<file path="src/rtl/bp_update_ctrl.sv">
// bp_update_ctrl -- port controller for the gshare PHT (2-bit counters) and
// BTB arrays. Both arrays share one index port. Front-end lookups win the
// port in IDLE, but after STARVE_MAX consecutive lookup grants with an update
// pending, the queued update takes the port. An update is a 3-cycle
// read-modify-write: issue the read, wait for the data, write it back.
//
// Optional feature macro: BP_INIT_CLEAR_EN. When defined, reset enters INIT
// and both arrays are zeroed before init_done rises. When undefined, reset
// enters IDLE and init_done is tied high.
//
// Ports:
//   clk, rst            clock, synchronous active-high reset
//   lk_valid/lk_idx     lookup request and index
//   lk_grant            lookup owns the port this cycle (combinational)
//   up_valid/up_ready   update push handshake into the FIFO
//   up_idx/up_taken     counter index and resolved direction
//   up_btb_wr/up_tag/up_target   optional BTB write payload
//   tbl_idx             shared array index
//   pht_rd/pht_rdata    PHT read strobe, data one cycle later
//   pht_we/pht_wdata    PHT write
//   btb_we/btb_wdata    BTB write, {valid, tag[24:0], target[31:0]}
//   init_done           arrays usable
module bp_update_ctrl #(
  parameter int IDX_W      = 7,
  parameter int FIFO_DEPTH = 4,
  parameter int STARVE_MAX = 3
) (
  input  logic             clk,
  input  logic             rst,
  input  logic             lk_valid,
  input  logic [IDX_W-1:0] lk_idx,
  output logic             lk_grant,
  input  logic             up_valid,
  output logic             up_ready,
  input  logic [IDX_W-1:0] up_idx,
  input  logic             up_taken,
  input  logic             up_btb_wr,
  input  logic [24:0]      up_tag,
  input  logic [31:0]      up_target,
  output logic [IDX_W-1:0] tbl_idx,
  output logic             pht_rd,
  input  logic [1:0]       pht_rdata,
  output logic             pht_we,
  output logic [1:0]       pht_wdata,
  output logic             btb_we,
  output logic [57:0]      btb_wdata,
  output logic             init_done
);

  localparam int PTR_W = $clog2(FIFO_DEPTH);
  localparam int CNT_W = PTR_W + 1;
  localparam int SC_W  = (STARVE_MAX < 1) ? 1 : $clog2(STARVE_MAX + 1);

  typedef enum logic [1:0] {INIT, IDLE, UPD_RD, UPD_WR} state_t;

`ifdef BP_INIT_CLEAR_EN
  localparam state_t RST_STATE = INIT;
`else
  localparam state_t RST_STATE = IDLE;
`endif

  state_t state, state_nx;

  // Update FIFO storage
  logic [IDX_W-1:0] f_idx    [FIFO_DEPTH];
  logic             f_taken  [FIFO_DEPTH];
  logic             f_btb_wr [FIFO_DEPTH];
  logic [24:0]      f_tag    [FIFO_DEPTH];
  logic [31:0]      f_target [FIFO_DEPTH];

  logic [PTR_W-1:0] wr_ptr, rd_ptr;
  logic [CNT_W-1:0] count;
  logic [SC_W-1:0]  starve_cnt;

  logic fifo_ne, fifo_full, push, pop, lk_take, upd_issue, starve_hit;

  logic [IDX_W-1:0] head_idx;
  logic             head_taken, head_btb_wr;
  logic [24:0]      head_tag;
  logic [31:0]      head_target;

  assign fifo_ne    = (count != '0);
  assign fifo_full  = (count == CNT_W'(FIFO_DEPTH));
  assign up_ready   = init_done && !fifo_full && !rst;
  assign push       = up_valid && up_ready;
  assign starve_hit = fifo_ne && (starve_cnt == SC_W'(STARVE_MAX));

  assign head_idx    = f_idx[rd_ptr];
  assign head_taken  = f_taken[rd_ptr];
  assign head_btb_wr = f_btb_wr[rd_ptr];
  assign head_tag    = f_tag[rd_ptr];
  assign head_target = f_target[rd_ptr];

`ifdef BP_INIT_CLEAR_EN
  logic [IDX_W-1:0] init_idx;
  logic             init_done_q;
  assign init_done = init_done_q;
`else
  assign init_done = 1'b1;
`endif

  // Port arbitration and array strobes. Everything is forced to its idle
  // value while rst is high so an interrupted UPD_WR never writes.
  always_comb begin
    state_nx  = state;
    lk_take   = 1'b0;
    upd_issue = 1'b0;
    pop       = 1'b0;
    lk_grant  = 1'b0;
    pht_rd    = 1'b0;
    pht_we    = 1'b0;
    pht_wdata = '0;
    btb_we    = 1'b0;
    btb_wdata = '0;
    tbl_idx   = '0;
    if (!rst) begin
      case (state)
        INIT: begin
`ifdef BP_INIT_CLEAR_EN
          tbl_idx = init_idx;
          pht_we  = 1'b1;
          btb_we  = 1'b1;
          if (init_idx == '1) state_nx = IDLE;
`else
          state_nx = IDLE;
`endif
        end
        IDLE: begin
          if (lk_valid && !starve_hit) begin
            lk_take  = 1'b1;
            lk_grant = 1'b1;
            pht_rd   = 1'b1;
            tbl_idx  = lk_idx;
          end else if (fifo_ne) begin
            upd_issue = 1'b1;
            pht_rd    = 1'b1;
            tbl_idx   = head_idx;
            state_nx  = UPD_RD;
          end
        end
        UPD_RD: begin
          tbl_idx  = head_idx;
          state_nx = UPD_WR;
        end
        UPD_WR: begin
          tbl_idx = head_idx;
          pht_we  = 1'b1;
          if (head_taken)
            pht_wdata = (pht_rdata == 2'b11) ? 2'b11 : pht_rdata + 2'b01;
          else
            pht_wdata = (pht_rdata == 2'b00) ? 2'b00 : pht_rdata - 2'b01;
          if (head_btb_wr) begin
            btb_we    = 1'b1;
            btb_wdata = {1'b1, head_tag, head_target};
          end
          pop      = 1'b1;
          state_nx = IDLE;
        end
        default: state_nx = RST_STATE;
      endcase
    end
  end

  always_ff @(posedge clk) begin
    if (rst) begin
      state      <= RST_STATE;
      wr_ptr     <= '0;
      rd_ptr     <= '0;
      count      <= '0;
      starve_cnt <= '0;
    end else begin
      state <= state_nx;
      if (push) wr_ptr <= wr_ptr + PTR_W'(1);
      if (pop)  rd_ptr <= rd_ptr + PTR_W'(1);
      case ({push, pop})
        2'b10:   count <= count + CNT_W'(1);
        2'b01:   count <= count - CNT_W'(1);
        default: ;
      endcase
      // Counts lookup wins only while an update is waiting; the update
      // issue (or an empty FIFO) restarts the budget.
      if (!fifo_ne)
        starve_cnt <= '0;
      else if (lk_take)
        starve_cnt <= starve_cnt + SC_W'(1);
      else if (upd_issue)
        starve_cnt <= '0;
    end
  end

  always_ff @(posedge clk) begin
    if (push) begin
      f_idx[wr_ptr]    <= up_idx;
      f_taken[wr_ptr]  <= up_taken;
      f_btb_wr[wr_ptr] <= up_btb_wr;
      f_tag[wr_ptr]    <= up_tag;
      f_target[wr_ptr] <= up_target;
    end
  end

`ifdef BP_INIT_CLEAR_EN
  // init_idx wraps back to 0 on the same edge that leaves INIT.
  always_ff @(posedge clk) begin
    if (rst) begin
      init_idx    <= '0;
      init_done_q <= 1'b0;
    end else if (state == INIT) begin
      init_idx <= init_idx + IDX_W'(1);
      if (init_idx == '1) init_done_q <= 1'b1;
    end
  end
`endif

endmodule

</file>
<file path="config.mk">
export PLATFORM = sky130hd
export DESIGN_NAME = bp_update_ctrl
export DESIGN_NICKNAME = d
export VERILOG_FILES = /design/src/rtl/bp_update_ctrl.sv
export SDC_FILE = /design/constraint.sdc
export NUM_CORES = 1
export LEC_CHECK = 0
export ABC_AREA = 1
export BUFFER_PORTS_ARGS = -buffer_cell sky130_fd_sc_hd__buf_2
export CAP_MARGIN = 10
export CORE_ASPECT_RATIO = 1.75
export CORE_UTILIZATION = 50
export CTS_CLUSTER_SIZE = 25
export DETAILED_ROUTE_END_ITERATION = 8
export GPL_TIMING_DRIVEN = 0
export HOLD_SLACK_MARGIN = 0.03
export PLACE_DENSITY = 0.71
export SKIP_CTS_REPAIR_TIMING = 1
export SLEW_MARGIN = 15
export SYNTH_ARGS = -nofsm -noshare
export SYNTH_HDL_FRONTEND = slang
export SYNTH_SLANG_ARGS = --single-unit
</file>
<file path="constraint.sdc">
create_clock -name clk -period 9.35 [get_ports clk]
set_clock_uncertainty 0.1 [all_clocks]
set_input_delay 0.935 -clock clk [delete_from_list [all_inputs] [get_ports clk]]
set_output_delay 0.935 -clock clk [all_outputs]
set_load 0.005 [all_outputs]
</file>
Word level (Yosys, flattened, before mapping)
Memories as Yosys holds them, arrays and structs flattened. A register that Yosys moved wholly into a read port is not among the register bits. Cells that the tools add are included.

Equality and inequality tests: 10. Add/sub/neg operators: 7. Bitwise logic cells: 1. Muxes and demuxes: 45. Reductions and logical operators: 16.

Operators with widths (number): two-way mux 58 bit (3); two-way mux 2 bit (19); two-way mux 7 bit (3); two-way mux 1 bit (17); one-hot mux 7 bit (2 select lines) (1); equality test 2 bit (second input constant) (5); adder 2 x 1 -> 2 bit (second input constant) (4); one-hot mux 2 bit (3 select lines) (1); one-hot mux 3 bit (2 select lines) (1); OR reduction 2 bit (3); equality test 2 x 1 -> 1 bit (second input constant) (2); logical AND 1 bit (4); zero test 2 bit (2); != test 2 bit (second input constant) (2); nonzero test 2 bit (2); adder 3 x 1 -> 3 bit (second input constant) (1); equality test 3 bit (second input constant) (1); zero test 1 bit (3); nonzero test 3 bit (1); subtractor 3 x 1 -> 3 bit (second input constant) (1); AND reduction 2 bit (1); subtractor 2 x 1 -> 2 bit (second input constant) (1); inverter 1 bit (1).

Memories kept: 5. Register bits: 11. Memory bits (writable): 264. Output and inout bits: 73. Word-level logic and storage cells: 89.

Memories: f_target (depth 4, bits a word 32, read ports 1, clocked after Yosys merged registers in 1, write ports 1, RTL line 69) `logic [31:0] f_target [FIFO_DEPTH];`; f_tag (depth 4, bits a word 25, read ports 1, clocked after Yosys merged registers in 1, write ports 1, RTL line 68) `logic [24:0] f_tag [FIFO_DEPTH];`; f_idx (depth 4, bits a word 7, read ports 1, clocked after Yosys merged registers in 1, write ports 1, RTL line 65) `logic [IDX_W-1:0] f_idx [FIFO_DEPTH];`; f_btb_wr (depth 4, bits a word 1, read ports 1, clocked after Yosys merged registers in 1, write ports 1, RTL line 67) `logic f_btb_wr [FIFO_DEPTH];`; f_taken (depth 4, bits a word 1, read ports 1, clocked after Yosys merged registers in 1, write ports 1, RTL line 66) `logic f_taken [FIFO_DEPTH];`.

Longest topological paths before layout
Gate-level depths: netlist of run 1.

Depth in word-level cells: 9. Depth in mapped cells: 11.

Least setup slack after synthesis of run 1
Ideal clock, no wire load.

Path kind: in2reg. From: input port rst. To: memory f_btb_wr[0], enable pin. Library setup time: 0.491 ns. Data required time: 8.759 ns. Stages on the path: 4. Setup slack: 4.510 ns. Arrival time: 4.249 ns. Path through: clkbuf_2 > a21oi_1 > nand2_1 > nor2_1.

Longest elaborated chain between the ends: 5.

RTL lines: start, declared (RTL line 29) `input logic rst,`; zero test 1 bit; logical AND 1 bit (RTL line 84) `assign up_ready = init_done && !fifo_full && !rst;`; named net up_ready (RTL line 34) `output logic up_ready,`; logical AND 1 bit (RTL line 85) `assign push = up_valid && up_ready;`; two-way mux 1 bit (RTL line 192) `if (push) begin`; two-way mux 1 bit (not written as such) (RTL line 195) `f_btb_wr[wr_ptr] <= up_btb_wr;`; end, declared (RTL line 67).

The timed path passes the listed nets, and every way through them passes these cells.

==> results of run 1 <==
-- layer usage --
| metal | up-vias | share of wire | global-route usage |
|---|---|---|---|
| met5 | - | 0 | 0 |
| met1 | 3528 | 0.37 | 0.257 |
| met2 | 231 | 0.54 | 0.406 |
| li1 | 3576 | - | - |
| met3 | 59 | 0.055 | 0.0337 |
| met4 | 0 | 0.030 | 0.0957 |
-- flip-flops by register name (all words and copies together), names as in the netlist, 3 cells and up, named ones only --
| register | flops |
|---|---|
| count | 3 |
| f_tag | 100 |
| f_idx | 28 |
| f_btb_wr | 4 |
| f_target | 128 |
| f_taken | 4 |
-- worst max-delay path, stage by stage, from the launching register on --
cell and delay, ps:
sky130_fd_sc_hd__dfxtp_1 310, sky130_fd_sc_hd__buf_6 130, sky130_fd_sc_hd__inv_4 70, sky130_fd_sc_hd__buf_6 150, sky130_fd_sc_hd__clkbuf_1 530, sky130_fd_sc_hd__o21ai_0 220, sky130_fd_sc_hd__a21oi_1 270, sky130_fd_sc_hd__buf_2 160
-- synthesized netlist by cell type --
cell type | instances | area (um2)
sky130_fd_sc_hd__or2_2 | 1 | 6.26
sky130_fd_sc_hd__xor2_1 | 1 | 8.76
sky130_fd_sc_hd__a21oi_2 | 20 | 175
sky130_fd_sc_hd__o21ai_2 | 1 | 8.76
sky130_fd_sc_hd__inv_4 | 1 | 6.26
sky130_fd_sc_hd__dfxtp_1 | 13 | 260
sky130_fd_sc_hd__o21ai_0 | 135 | 676
sky130_fd_sc_hd__fa_1 | 1 | 20.0
sky130_fd_sc_hd__ha_1 | 11 | 138
sky130_fd_sc_hd__o211ai_1 | 2 | 15.0
sky130_fd_sc_hd__nor2_1 | 271 | 1020
sky130_fd_sc_hd__clkbuf_1 | 19 | 71.3
sky130_fd_sc_hd__nand2_2 | 1 | 6.26
sky130_fd_sc_hd__inv_1 | 20 | 75.1
sky130_fd_sc_hd__buf_4 | 2 | 15.0
sky130_fd_sc_hd__buf_6 | 6 | 67.6
sky130_fd_sc_hd__nand2_1 | 28 | 105
sky130_fd_sc_hd__clkbuf_2 | 1 | 5.00
sky130_fd_sc_hd__inv_2 | 4 | 15.0
sky130_fd_sc_hd__conb_1 | 1 | 3.75
sky130_fd_sc_hd__o21ai_1 | 7 | 35.0
sky130_fd_sc_hd__buf_2 | 17 | 85.1
sky130_fd_sc_hd__edfxtp_1 | 264 | 7930
sky130_fd_sc_hd__buf_1 | 9 | 33.8
sky130_fd_sc_hd__nand3_1 | 10 | 50.1
sky130_fd_sc_hd__a21oi_1 | 61 | 305
-- final cells by class --
class | count | area (um2) | share of cell area
Sequential cell | 277 | 8190 | 0.614
Multi-Input combinational cell | 551 | 2600 | 0.195
Timing Repair Buffer | 161 | 1030 | 0.0773
Clock buffer | 28 | 637 | 0.0478
Tap cell | 292 | 365 | 0.0274
Buffer | 54 | 278 | 0.0208
Clock inverter | 17 | 131 | 0.00985
Inverter | 25 | 96.3 | 0.00722
Antenna cell | 4 | 10.0 | 0.000751
-- worst min path at each step --
stage	from	cells past startpoint	endpoint	slack [ps]
6_report	starve_cnt[1]$_SDFFE_PP0P_	2	starve_cnt[1]$_SDFFE_PP0P_	370
5_1_grt	starve_cnt[0]$_SDFFE_PP0P_	2	starve_cnt[0]$_SDFFE_PP0P_	410
4_1_cts	starve_cnt[1]$_SDFFE_PP0P_	2	starve_cnt[1]$_SDFFE_PP0P_	370
3_5_place_dp	starve_cnt[1]$_SDFFE_PP0P_	2	starve_cnt[1]$_SDFFE_PP0P_	360
3_3_place_gp	starve_cnt[1]$_SDFFE_PP0P_	2	starve_cnt[1]$_SDFFE_PP0P_	360
2_1_floorplan	starve_cnt[1]$_SDFFE_PP0P_	2	starve_cnt[1]$_SDFFE_PP0P_	340
-- power by group through the flow --
| stage | combinational [W] | sequential [W] | clock, W |
|---|---|---|---|
| 3_3_place_gp | 0.000500 | 0.00145 | 0 |
| 6_report | 0.000523 | 0.00142 | 0.000965 |
| 2_1_floorplan | 0.000328 | 0.00144 | 0 |
| 5_1_grt | 0.000592 | 0.00142 | 0.00102 |
| 3_5_place_dp | 0.000525 | 0.00144 | 0 |
| 4_1_cts | 0.000528 | 0.00142 | 0.000976 |
-- through the flow --
step	hold WS [ps]	cell area, um2
after floorplan	343	11100
after global placement	360	12200
after detailed placement	361	12600
after global routing	406	13300
after CTS	370	13300
final	371	13300
-- cells by family after synthesis --
group / Yosys count
other: 1
buffers and inverters: 79
DFF: 277
and+or+nand+nor: 311
xor gates and xnor gates: 1
AOI/OAI and AO/OA: 226
adders and majority gates: 12
==> out/summary.md, run 1 <==
The peak supply drop is 0.000171 V. Setup repair after global routing left no endpoint under its margin. The mux share of post-synthesis cell area came out at 0. The pre-CTS setup slack is 6010 ps.

Including well taps, the total number of placed cells is 1360. Reg-to-reg endpoint: f_tag[2][7]$_DFFE_PP_. The classification of the worst setup path is reg -> out.

The number of nets with antenna violations after detailed routing is 0. Dividing the detail-routed wire length by the instance count gives 17.7 um. The total track usage was 0.222.

The area growth from synthesis to layout is 19.8%. At the end of routability-driven placement, the weighted congestion stood at 0.787. The internal power consumption is 0.00211 W, and the total number of yosys warnings is 0. Max-cap violations in this run came to 0.

TritonCTS built the clock tree. Using the TritonRoute via totals, the vias-per-cell ratio works out to 5.25. The run gives 21700 um2 as the area of the placeable core.

The post-synthesis area per instance is 12.3 um2. The run gives 1409 as the final cell count without fillers. Number of detailed-routing iterations run before antenna repair: 5. Synthesis produced a netlist with a net count of 998. The main combinational cell family by area after synthesis was compound AO/OA/AOI/OAI gates. For this design the ratio of total power to cell area is 218 nW/um2. Actual slew at the worst max-slew pin: 671 ps. The setup check on the worst reg-to-reg path leaves a slack of 6940 ps.

Entering global routing, the biggest net connects 26 pins. The first global-routing pass estimated 38.4 mm of wire. The sequential-to-total area share from yosys stat came out at 0.736.

The required time reported for the critical path endpoint is 8320 ps, and the number of buffers added by the clock tree synthesis step is 25. Die outline height: 199 um. The tools report the half-perimeter wire length of the detailed placement result as 16.5 mm.

The synthesized design contains 277 register bits. The longest clock path from root to sink contains 3 buffers. The library cell used most frequently in the layout, excluding fill and tap cells, is sky130_fd_sc_hd__nor2_1. For this run, design rule violations remaining after detail routing come to 0. The routed layout has 7394 vias. CTS placed an instance of sky130_fd_sc_hd__clkbuf_16 at the clock tree root. Setup violations remaining at the end of the flow were counted as 0. The shortest clock period the worst path allows after layout was 3400 ps; the leakage dissipation was 4.95 nW. The number of pins exceeding their max-slew limit in the final report is 0.

The tree built by TritonCTS fans out to 277 sinks. The run gives 0.000792 W as the switching power summed over all nets. Violation count after the first detailed-routing iteration: 374. The tools report the H-tree depth as 1. In this run the worst hold path is classified as reg -> reg. The share of cells above drive strength 1 works out to 0.227.

The tools report the startpoint class of the critical path as a flip-flop. Post-synthesis compound-gate area fraction: 0.109. The tools report the total detailed-routing wirelength as 24.9 mm.

Number of failing hold endpoints at the final stage: 0. The effective utilization at floorplan is 0.514, and the number of antenna violations at the first check in global routing is 5. The flow ran to the end, and the final reports show no timing, DRC or antenna violations. Based on the critical path, the design can be clocked at up to 294 MHz. After synthesis, the netlist uses 26 different library cells. In this run the critical register-to-register path is launched from count[1]$_SDFFE_PP0P_. The fraction of power spent switching nets is 0.273. Following the worst setup path forward leads to its endpoint at btb_wdata[45].

The tools report the sort of element at the end of the critical path as an output port. The fraction of the mapped netlist area in adder cells is 0.0142, and the XOR/XNOR share of the synthesized area is 0.000787. Clock-pin slew was measured on the worst setup and hold paths at 60 ps. The worst register-to-register path has a depth of 7. The final cycle utilization of the critical path was 0.364; the insertion delay to the later sink of the worst-skew pair was 510 ps. The total overflow reported by the global router was 0. 152 I/O pins were placed. In the layout the commonest cells are sky130_fd_sc_hd__nor2_1, sky130_fd_sc_hd__edfxtp_1, sky130_fd_sc_hd__buf_2, sky130_fd_sc_hd__o21ai_0, sky130_fd_sc_hd__a21oi_1. The tools report the post-route total power as 0.00290 W.

Once routing completed, OpenROAD measured the worst setup slack at 5950 ps. The proportion of power drawn by the clock network came out at 0.332. Layout net count: 1186. For the overall die area, the log shows 22900 um2. The gate count of the mapped netlist was 907; the post-synthesis instance area was 11100 um2.

The number of buffers added on ports was 149. The headroom to the max-slew limit came out at 0.553. STA puts the critical path data arrival time at 2370 ps. The run gives 0.180 as the part of the total power dissipated in combinational logic. After routing, the total negative slack on setup checks comes to 0 ps.

The utilization of the core after routing was 0.615; the filler cell count in the final layout was 1748. The largest fanout of any net on the critical path was 10; the row count was 71. The width of the die was 115 um.

For the sequential power share, the log shows 0.488. The fraction of the mapped netlist area in simple logic gates was 0.106. The number of global-route vias before repair is 7395.
Power figures use the tool's default switching activity.
==> inputs of run 2 (changes only) <==
- clock period: 9.35 -> 3.5 ns (I/O delays scaled with it)
==> run 2 against run 1 <==
Against the previous run: global-route usage about the same; critical path depth unchanged; largest cell class unchanged; final cell count increased by 4.4%.
==> out/summary.md, run 2 (synthesis results as in run 1) <==
The run finished with clean final reports. The register ranked first by flip-flop count is f_target. The largest registers in the layout are f_target: 128 flops, f_tag: 100 flops, f_idx: 28 flops. The classification of the worst setup path is reg -> out.

The tools report the required time reported for the critical path endpoint as 3050 ps (-5270 ps). For the number of inserted diodes, the log shows 0 (-4). The tools report the total setup violations reported at the end of the flow as 0 (unchanged). The total overflow reported by the global router is 0 (unchanged). The logs give 0 (unchanged) for the number of pins exceeding their max-slew limit in the final report and 21700 um2 (unchanged) for the area of the placeable core. The number of detailed-routing iterations run before antenna repair was 5 (unchanged); the total track usage was 0.223 (about the same). The overall die area was 22900 um2 (unchanged). The clock transition at the register clock pins on the worst setup and hold paths after CTS works out to 70 ps (about the same). The number of buffers added by the clock tree synthesis step came out at 25 (unchanged). For the finished layout, the period the worst path requires is 2810 ps. For the peak supply drop, the log shows 0.000460 V (+170%). The H-tree depth is 1 (unchanged), and the total detailed-routing wirelength is 25.7 mm (+3.0%). The area used by sequential logic in the layout is 8190 um2 (unchanged).

The library cells used most frequently in the layout, excluding fill and tap cells, are sky130_fd_sc_hd__nor2_1, sky130_fd_sc_hd__edfxtp_1, sky130_fd_sc_hd__buf_2, sky130_fd_sc_hd__o21ai_0, sky130_fd_sc_hd__dlygate4sd3_1. Setup repair after global routing left no endpoint under its margin. The layout net count came out at 1252 (+5.6%).

The worst setup path is launched from a flip-flop. The share of cells above drive strength 1 was 0.215 (-0.0127); the wire length per cell after detailed routing was 17.4 um (-1.3%). The wire length of the first global-routing pass is 38.4 mm (about the same). The worst hold-check path type was in -> reg. The layout overhead on the synthesized area is 25.6%. The uppermost layer routed is met4.

The largest fanout of any net on the critical path is 10 (unchanged). Number of global-route vias before repair: 7394 (-0.014%). The actual slew at the worst max-slew pin was 658 ps (-12.7 ps).

For the maximum clock frequency, the log shows 356 MHz. The logs give 0 (unchanged) for the reported max-cap violation count and 1360 (unchanged) for the cell count after placement. The maximum buffer depth of the clock tree is 3 (unchanged). The width of the die was 115 um (unchanged). The number of failing hold endpoints at the final stage is 0 (unchanged). The number of flip-flops in the largest register was 128 (unchanged); the final cycle utilization of the critical path was 0.803. The post-route total power came out at 0.00783 W (+170%). The run gives 277 (unchanged) as the clock sink count. For the violation count after the first detailed-routing iteration, the log shows 448 (+20%).

The number of antenna violations at the first check in global routing came out at 0 (-5). Pin count of the biggest net entering global routing: 26 (unchanged). For the row count, the log shows 71 (unchanged). CTS placed an instance of sky130_fd_sc_hd__clkbuf_16 at the clock tree root. For the effective utilization at floorplan, the log shows 0.514 (unchanged). Sort of element at the end of the critical path: an output port. The filler cell count in the final layout was 1692 (-3.2%).

The insertion delay to the later sink of the worst-skew pair came out at 510 ps (about the same). The run gives 0 (unchanged) as the number of nets with antenna violations after detailed routing. The most common cell after layout, fill and taps aside was sky130_fd_sc_hd__nor2_1. The die outline height was 199 um (unchanged).

The top-level I/O count is 152 (unchanged). For the amount of wire on met3 after detailed routing, the log shows 1.17 mm (-15%). The met2 wirelength from detailed routing was 13.8 mm (+2.7%); the power per cell area was 560 nW/um2 (+160%).

The run gives 7621 (+3.1%) as the vias after detailed routing. Wire length on met1: 9.96 mm (+6.7%). The tools report the final cell count without fillers as 1471 (+4.4%). TritonCTS built the clock tree. The logs give 5.23 nW (+5.6%) for the leakage dissipation and 0.561 (+0.00849) for the headroom to the max-slew limit.

The per-cell via count in the routed design was 5.18 (-1.3%); the final weighted congestion of routability-driven global placement was 0.787 (unchanged). For the DRC violation count after routing, the log shows 0 (unchanged). Worst endpoint data arrival time: 2360 ps (about the same).

The number of buffers added on ports was 149 (unchanged). Half-perimeter wire length of the detailed placement result: 16.5 mm (unchanged). The area used by multi-input combinational logic came out at 2600 um2 (unchanged).
## run 2: cell count changes in the layout (fill, tap and decap cells not counted)
cell | previous run | this run
sky130_fd_sc_hd__diode_2 | 4 | 0
sky130_fd_sc_hd__dlygate4sd3_1 | 0 | 66
## run 2: layout make-up
cell class	instances	share of cell area
plain buffers	54	0.0199
clock buffers	28	0.0455
clock inverters	17	0.00939
inverters	25	0.00689
multi-input cells	551	0.186
flip-flops and latches	277	0.585
well taps	292	0.0261
repair buffers	227	0.121
## run 2: report_power, final
| group | switching [W] | internal [W] |
|---|---|---|
| Clock | 0.00113 | 0.00145 |
| Sequential | 0.0000381 | 0.00374 |
| Combinational | 0.000973 | 0.000494 |
| Total | 0.00214 | 0.00569 |
## run 2: routing by layer
metal,track usage,up-vias
li1,-,3704
met1,0.257,3617
met2,0.406,240
met3,0.0337,60
met4,0.0967,0
met5,0,-
## run 2: through the flow
| stage | utilization | setup TNS, ps | hold slack [ps] | cell area (um2) | setup slack [ps] |
|---|---|---|---|---|---|
| 3_5_place_dp | 0.579 | 0 | 361 | 12600 | 980 |
| 2_1_floorplan | - | -199280 | 343 | 11100 | -755 |
| 4_1_cts | 0.615 | 0 | -64.5 | 13300 | 659 |
| 3_3_place_gp | 0.565 | -779480 | 360 | 12200 | -3110 |
| 5_1_grt | 0.645 | 0 | 50.0 | 14000 | 563 |
| 6_report | 0.645 | 0 | 37.8 | 14000 | 689 |
## run 2: final timing paths
kind,start,to,slack (ps),depth (start not counted)
max,flip-flop,btb_wdata[45],690,7
min,rst,state[1]$_SDFFE_PP0P_,40,2
max reg2reg,count[1]$_SDFFE_PP0P_,f_tag[2][7]$_DFFE_PP_,1080,7
min reg2reg,starve_cnt[1]$_SDFFE_PP0P_,starve_cnt[1]$_SDFFE_PP0P_,370,2
## run 2: worst max-delay path, stage by stage, from the launching register on
cell	delay, ps
sky130_fd_sc_hd__dfxtp_1	310
sky130_fd_sc_hd__buf_6	130
sky130_fd_sc_hd__inv_4	70
sky130_fd_sc_hd__buf_6	150
sky130_fd_sc_hd__clkbuf_1	520
sky130_fd_sc_hd__o21ai_0	220
sky130_fd_sc_hd__a21oi_1	260
sky130_fd_sc_hd__buf_2	160
==> inputs of run 3 (changes only) <==
- ABC_AREA: 1 -> 0
- clock period: 3.5 -> 2.6 ns (I/O delays scaled with it)
==> run 3 against run 2 <==
Against the previous run: highest routed layer unchanged; utilization increased by 0.73 points; sequential cell count unchanged; critical path type is now reg -> reg; sequential power increased by 37%; critical endpoint is now count[2]$_SDFFE_PP0P_; largest power group unchanged; first-iteration DRC count decreased by 46%; global-route usage decreased by 2.5 points; sequential share of layout area increased by 1.2 points; synthesized area decreased by 2.7%; clock power increased by 64%.
==> out/summary.md, run 3 <==
Setup repair after global routing could not meet its margin everywhere. The flow ran to the end, and the final reports show no timing, DRC or antenna violations. Traced cell by cell, the critical path runs through ha_4 -> nor2b_2 -> buf_6 -> buf_6 -> ha_1 -> inv_1 -> fa_1 -> xor2_1 -> or3_1 -> a21oi_1. The launch instance of the worst min-delay path was up_valid. The worst hold-check path type was in -> reg.

The share of cells above drive strength 1 was 0.386 (+0.172); the die outline height was 197 um (-1.4%). The number of pins exceeding their max-slew limit in the final report came out at 0 (unchanged). The run gives 244 (-46%) as the violation count after the first detailed-routing iteration.

The wire length per cell after detailed routing was 21.5 um (+23%). The actual slew at the worst max-slew pin was 598 ps (-60.8 ps). The final cycle utilization of the critical path works out to 0.976. Counting stages on the worst path, the most repeated cell is sky130_fd_sc_hd__buf_6. The run gives 32.6 mm (-15%) as the wire length of the first global-routing pass. The number of buffers added on ports works out to 149 (unchanged). The cell depth of the worst min-delay path came out at 5 (+3). The number of detailed-routing iterations run before antenna repair is 4 (-1), and the effective utilization at floorplan is 0.515 (+0.00149). The DRC violation count after routing is 0 (unchanged). In the layout the commonest cells are sky130_fd_sc_hd__edfxtp_1, sky130_fd_sc_hd__buf_2, sky130_fd_sc_hd__mux4_2, sky130_fd_sc_hd__dlygate4sd3_1, sky130_fd_sc_hd__and3_1.

The total of flip-flops plus latches after synthesis is 277 (unchanged). The logs give 21000 um2 (-3.0%) for the area of the placeable core and 929 (-32%) for the cell count after placement. The sequential power share is 0.443 (-0.040).

The most common cell in the synthesized netlist is sky130_fd_sc_hd__edfxtp_1. The register ranked first by flip-flop count is f_target. The pin count of the biggest net entering global routing is 41 (+58%). The post-route worst setup slack was 63.6 ps (-625 ps).

The headroom to the max-slew limit is 0.601 (+0.0398), and the number of flip-flops in the largest register is 128 (unchanged). The shortest clock period the worst path allows after layout is 2540 ps. The most used flip-flop cell after synthesis is sky130_fd_sc_hd__edfxtp_1. The vias after detailed routing is 5822 (-24%). The tools report the internal reg-to-reg setup slack as 60 ps (-1020 ps). The per-cell via count in the routed design is 5.60 (+8.1%).

The switching power summed over all nets is 0.00272 W (+27%). Number of nets with antenna violations after detailed routing: 0 (unchanged). The most common cell after layout, fill and taps aside was sky130_fd_sc_hd__edfxtp_1. The run gives 0.000773 V (+68%) as the peak supply drop. The largest individual stage delay along the critical path comes from the cell sky130_fd_sc_hd__dfxtp_2. For the total overflow reported by the global router, the log shows 0 (unchanged). The total setup violations reported at the end of the flow is 0 (unchanged), and the number of flops mapped to enable cells by yosys is 264 (unchanged). For the number of failing hold endpoints at the final stage, the log shows 0 (unchanged). The run gives 277 (unchanged) as the clock sink count. The worst stage delay on the critical path works out to 380 ps (-140 ps). The cell at the root of the clock tree was sky130_fd_sc_hd__clkbuf_16. The run gives 12000 um2 (-4.6%) as the placed standard-cell area.

In the synthesized netlist, the cells that appear most often are sky130_fd_sc_hd__edfxtp_1, sky130_fd_sc_hd__mux4_2, sky130_fd_sc_hd__and3_1. STA classifies the critical path endpoint as a flip-flop. The internal power consumption is 0.00895 W (+57%), and the overall die area is 22300 um2 (-2.7%). The run gives 0 (unchanged) as the reported max-cap violation count.

The leakage dissipation was 5.12 nW (-2.1%). The run gives 1 (+1) as the number of antenna violations at the first check in global routing. The path with the worst hold slack has its endpoint at wr_ptr[1]$_SDFFE_PP0P_. Utilization of the core after routing: 0.653 (+0.00733). The fraction of synthesis flops using an asynchronous set or reset pin works out to 0 (unchanged). The run gives 0.756 (+0.0207) as the sequential-to-total area share from yosys stat. The tools report the worst endpoint data arrival time as 2860 ps (+500 ps). The proportion of power drawn by the clock network came out at 0.362 (+0.032).

The largest fanout of any net on the critical path came out at 11 (+1). The largest registers in the layout are f_target: 128 flops, f_tag: 100 flops, f_idx: 28 flops. The total number of yosys warnings is 0 (unchanged), and the required time reported for the critical path endpoint is 2920 ps (-130 ps). The tools report the total track usage as 0.198 (-0.0248). The part of the total power dissipated in combinational logic is 0.195 (+0.008), and the clock transition at the register clock pins on the worst setup and hold paths after CTS is 70 ps (about the same). The number of buffers added by the clock tree synthesis step was 24 (-4.0%).

The insertion delay to the later sink of the worst-skew pair is 510 ps (about the same), and the layout overhead on the synthesized area is 26.7%. The final cell count without fillers was 1040 (-29%). The cell taking the most area after synthesis was sky130_fd_sc_hd__edfxtp_1. The maximum buffer depth of the clock tree was 3 (unchanged). The tools report the half-perimeter wire length of the detailed placement result as 13.8 mm (-16%).

The reg-to-reg endpoint is count[2]$_SDFFE_PP0P_. The width of the die was 113 um (-1.4%). The power per cell area came out at 851 nW/um2 (+52%). TritonCTS built the clock tree. The run gives 35 (+35%) as the number of distinct standard cells referenced by the synthesized netlist. The fraction of power spent switching nets is 0.233 (-0.0404), and the number of nets in the synthesized netlist is 615 (-38%). The top cell type's share of synthesized area is 0.732 (+0.0201), and the total detailed-routing wirelength is 22.3 mm (-13%). The depth of the worst register-to-register path works out to 10 (+3).

For the layout net count, the log shows 860 (-31%). The final instance area is 13700 um2 (-1.9%), and the maximum clock frequency is 394 MHz. The classification of the worst setup path is reg -> reg. The logs give 0.699 (-11%) for the final weighted congestion of routability-driven global placement and -728 ps (-1710 ps) for the pre-CTS setup slack. The H-tree depth was 1 (unchanged). The top-level I/O count is 152 (unchanged). By area the synthesized netlist is led by sky130_fd_sc_hd__edfxtp_1, sky130_fd_sc_hd__mux4_2, sky130_fd_sc_hd__and3_1. The startpoint of the worst-slack reg-to-reg timing path is state[0]$_SDFFE_PP1P_. The post-synthesis area per instance is 20.7 um2 (+68%). STA classifies the critical path startpoint as a flip-flop. The number of global-route vias before repair is 5992 (-19%), and the gate count of the mapped netlist is 524 (-42%).

The row count came out at 70 (-1.4%). The run gives 99.4 ps (+61.6 ps) as the hold slack. For the post-synthesis instance area, the log shows 10800 um2 (-2.7%).
==> run 3: critical path: cells and delay by family, from the launching register on <==
family	cells	cell delay (ps)
flip-flops	1	380
AO/OA/AOI/OAI	1	170
AND/OR/NAND/NOR	2	480
buffers and inverters	3	390
XOR/XNOR	1	160
adder cells (fa/ha/maj)	3	750
==> run 3: through the flow <==
| step | total power (W) | TNS [ps] |
|---|---|---|
| final | 0.0117 | 0 |
| after global routing | 0.0121 | -18.9 |
| after CTS | 0.0116 | -25960 |
| after detailed placement | 0.00737 | -1280 |
| after global placement | 0.00726 | -94530 |
| after floorplan | 0.00673 | 0 |
==> run 3: final cells by class <==
cell class,count,area (um2)
Tap cell,252,315
Multi-Input combinational cell,202,2450
Fill cell,1463,7300
Sequential cell,277,8200
Inverter,13,48.8
Buffer,32,250
Antenna cell,1,2.50
Timing Repair Buffer,219,1490
Clock buffer,26,639
Clock inverter,18,322
==> run 3: how the worst max path moves through the flow <==
stage | endpoint | from
final | count[2]$_SDFFE_PP0P_ | state[0]$_SDFFE_PP1P_
after global routing | count[2]$_SDFFE_PP0P_ | state[0]$_SDFFE_PP1P_
after CTS | count[2]$_SDFFE_PP0P_ | state[0]$_SDFFE_PP1P_
after detailed placement | count[2]$_SDFFE_PP0P_ | state[0]$_SDFFE_PP1P_
after global placement | count[2]$_SDFFE_PP0P_ | state[0]$_SDFFE_PP1P_
after floorplan | count[2]$_SDFFE_PP0P_ | state[0]$_SDFFE_PP1P_
==> run 3: logic make-up after synthesis <==
kind of cell / Yosys count / share of synthesized area
and+or+nand+nor: 95 / 0.0498
DFF: 277 / 0.756
xor gates and xnor gates: 5 / 0.00405
adders and majority gates: 12 / 0.0146
AOI/OAI and AO/OA: 20 / 0.0142
other: 1 / 0.000346
muxes: 69 / 0.140
buffers and inverters: 45 / 0.0207
==> run 3: metal layers <==
| metal | up-vias | global-route usage | wire length (um) |
|---|---|---|---|
| met5 | - | 0 | 0 |
| met4 | 0 | 0.0770 | 496 |
| met3 | 35 | 0.0320 | 925 |
| met2 | 156 | 0.373 | 12700 |
| met1 | 3019 | 0.220 | 8210 |
| li1 | 2612 | - | - |
==> run 3: power groups by stage <==
stage	clock [W]	combinational (W)	sequential (W)
3_3_place_gp	0	0.00202	0.00524
5_1_grt	0.00444	0.00246	0.00518
4_1_cts	0.00428	0.00214	0.00515
3_5_place_dp	0	0.00212	0.00525
6_report	0.00423	0.00228	0.00517
2_1_floorplan	0	0.00150	0.00523
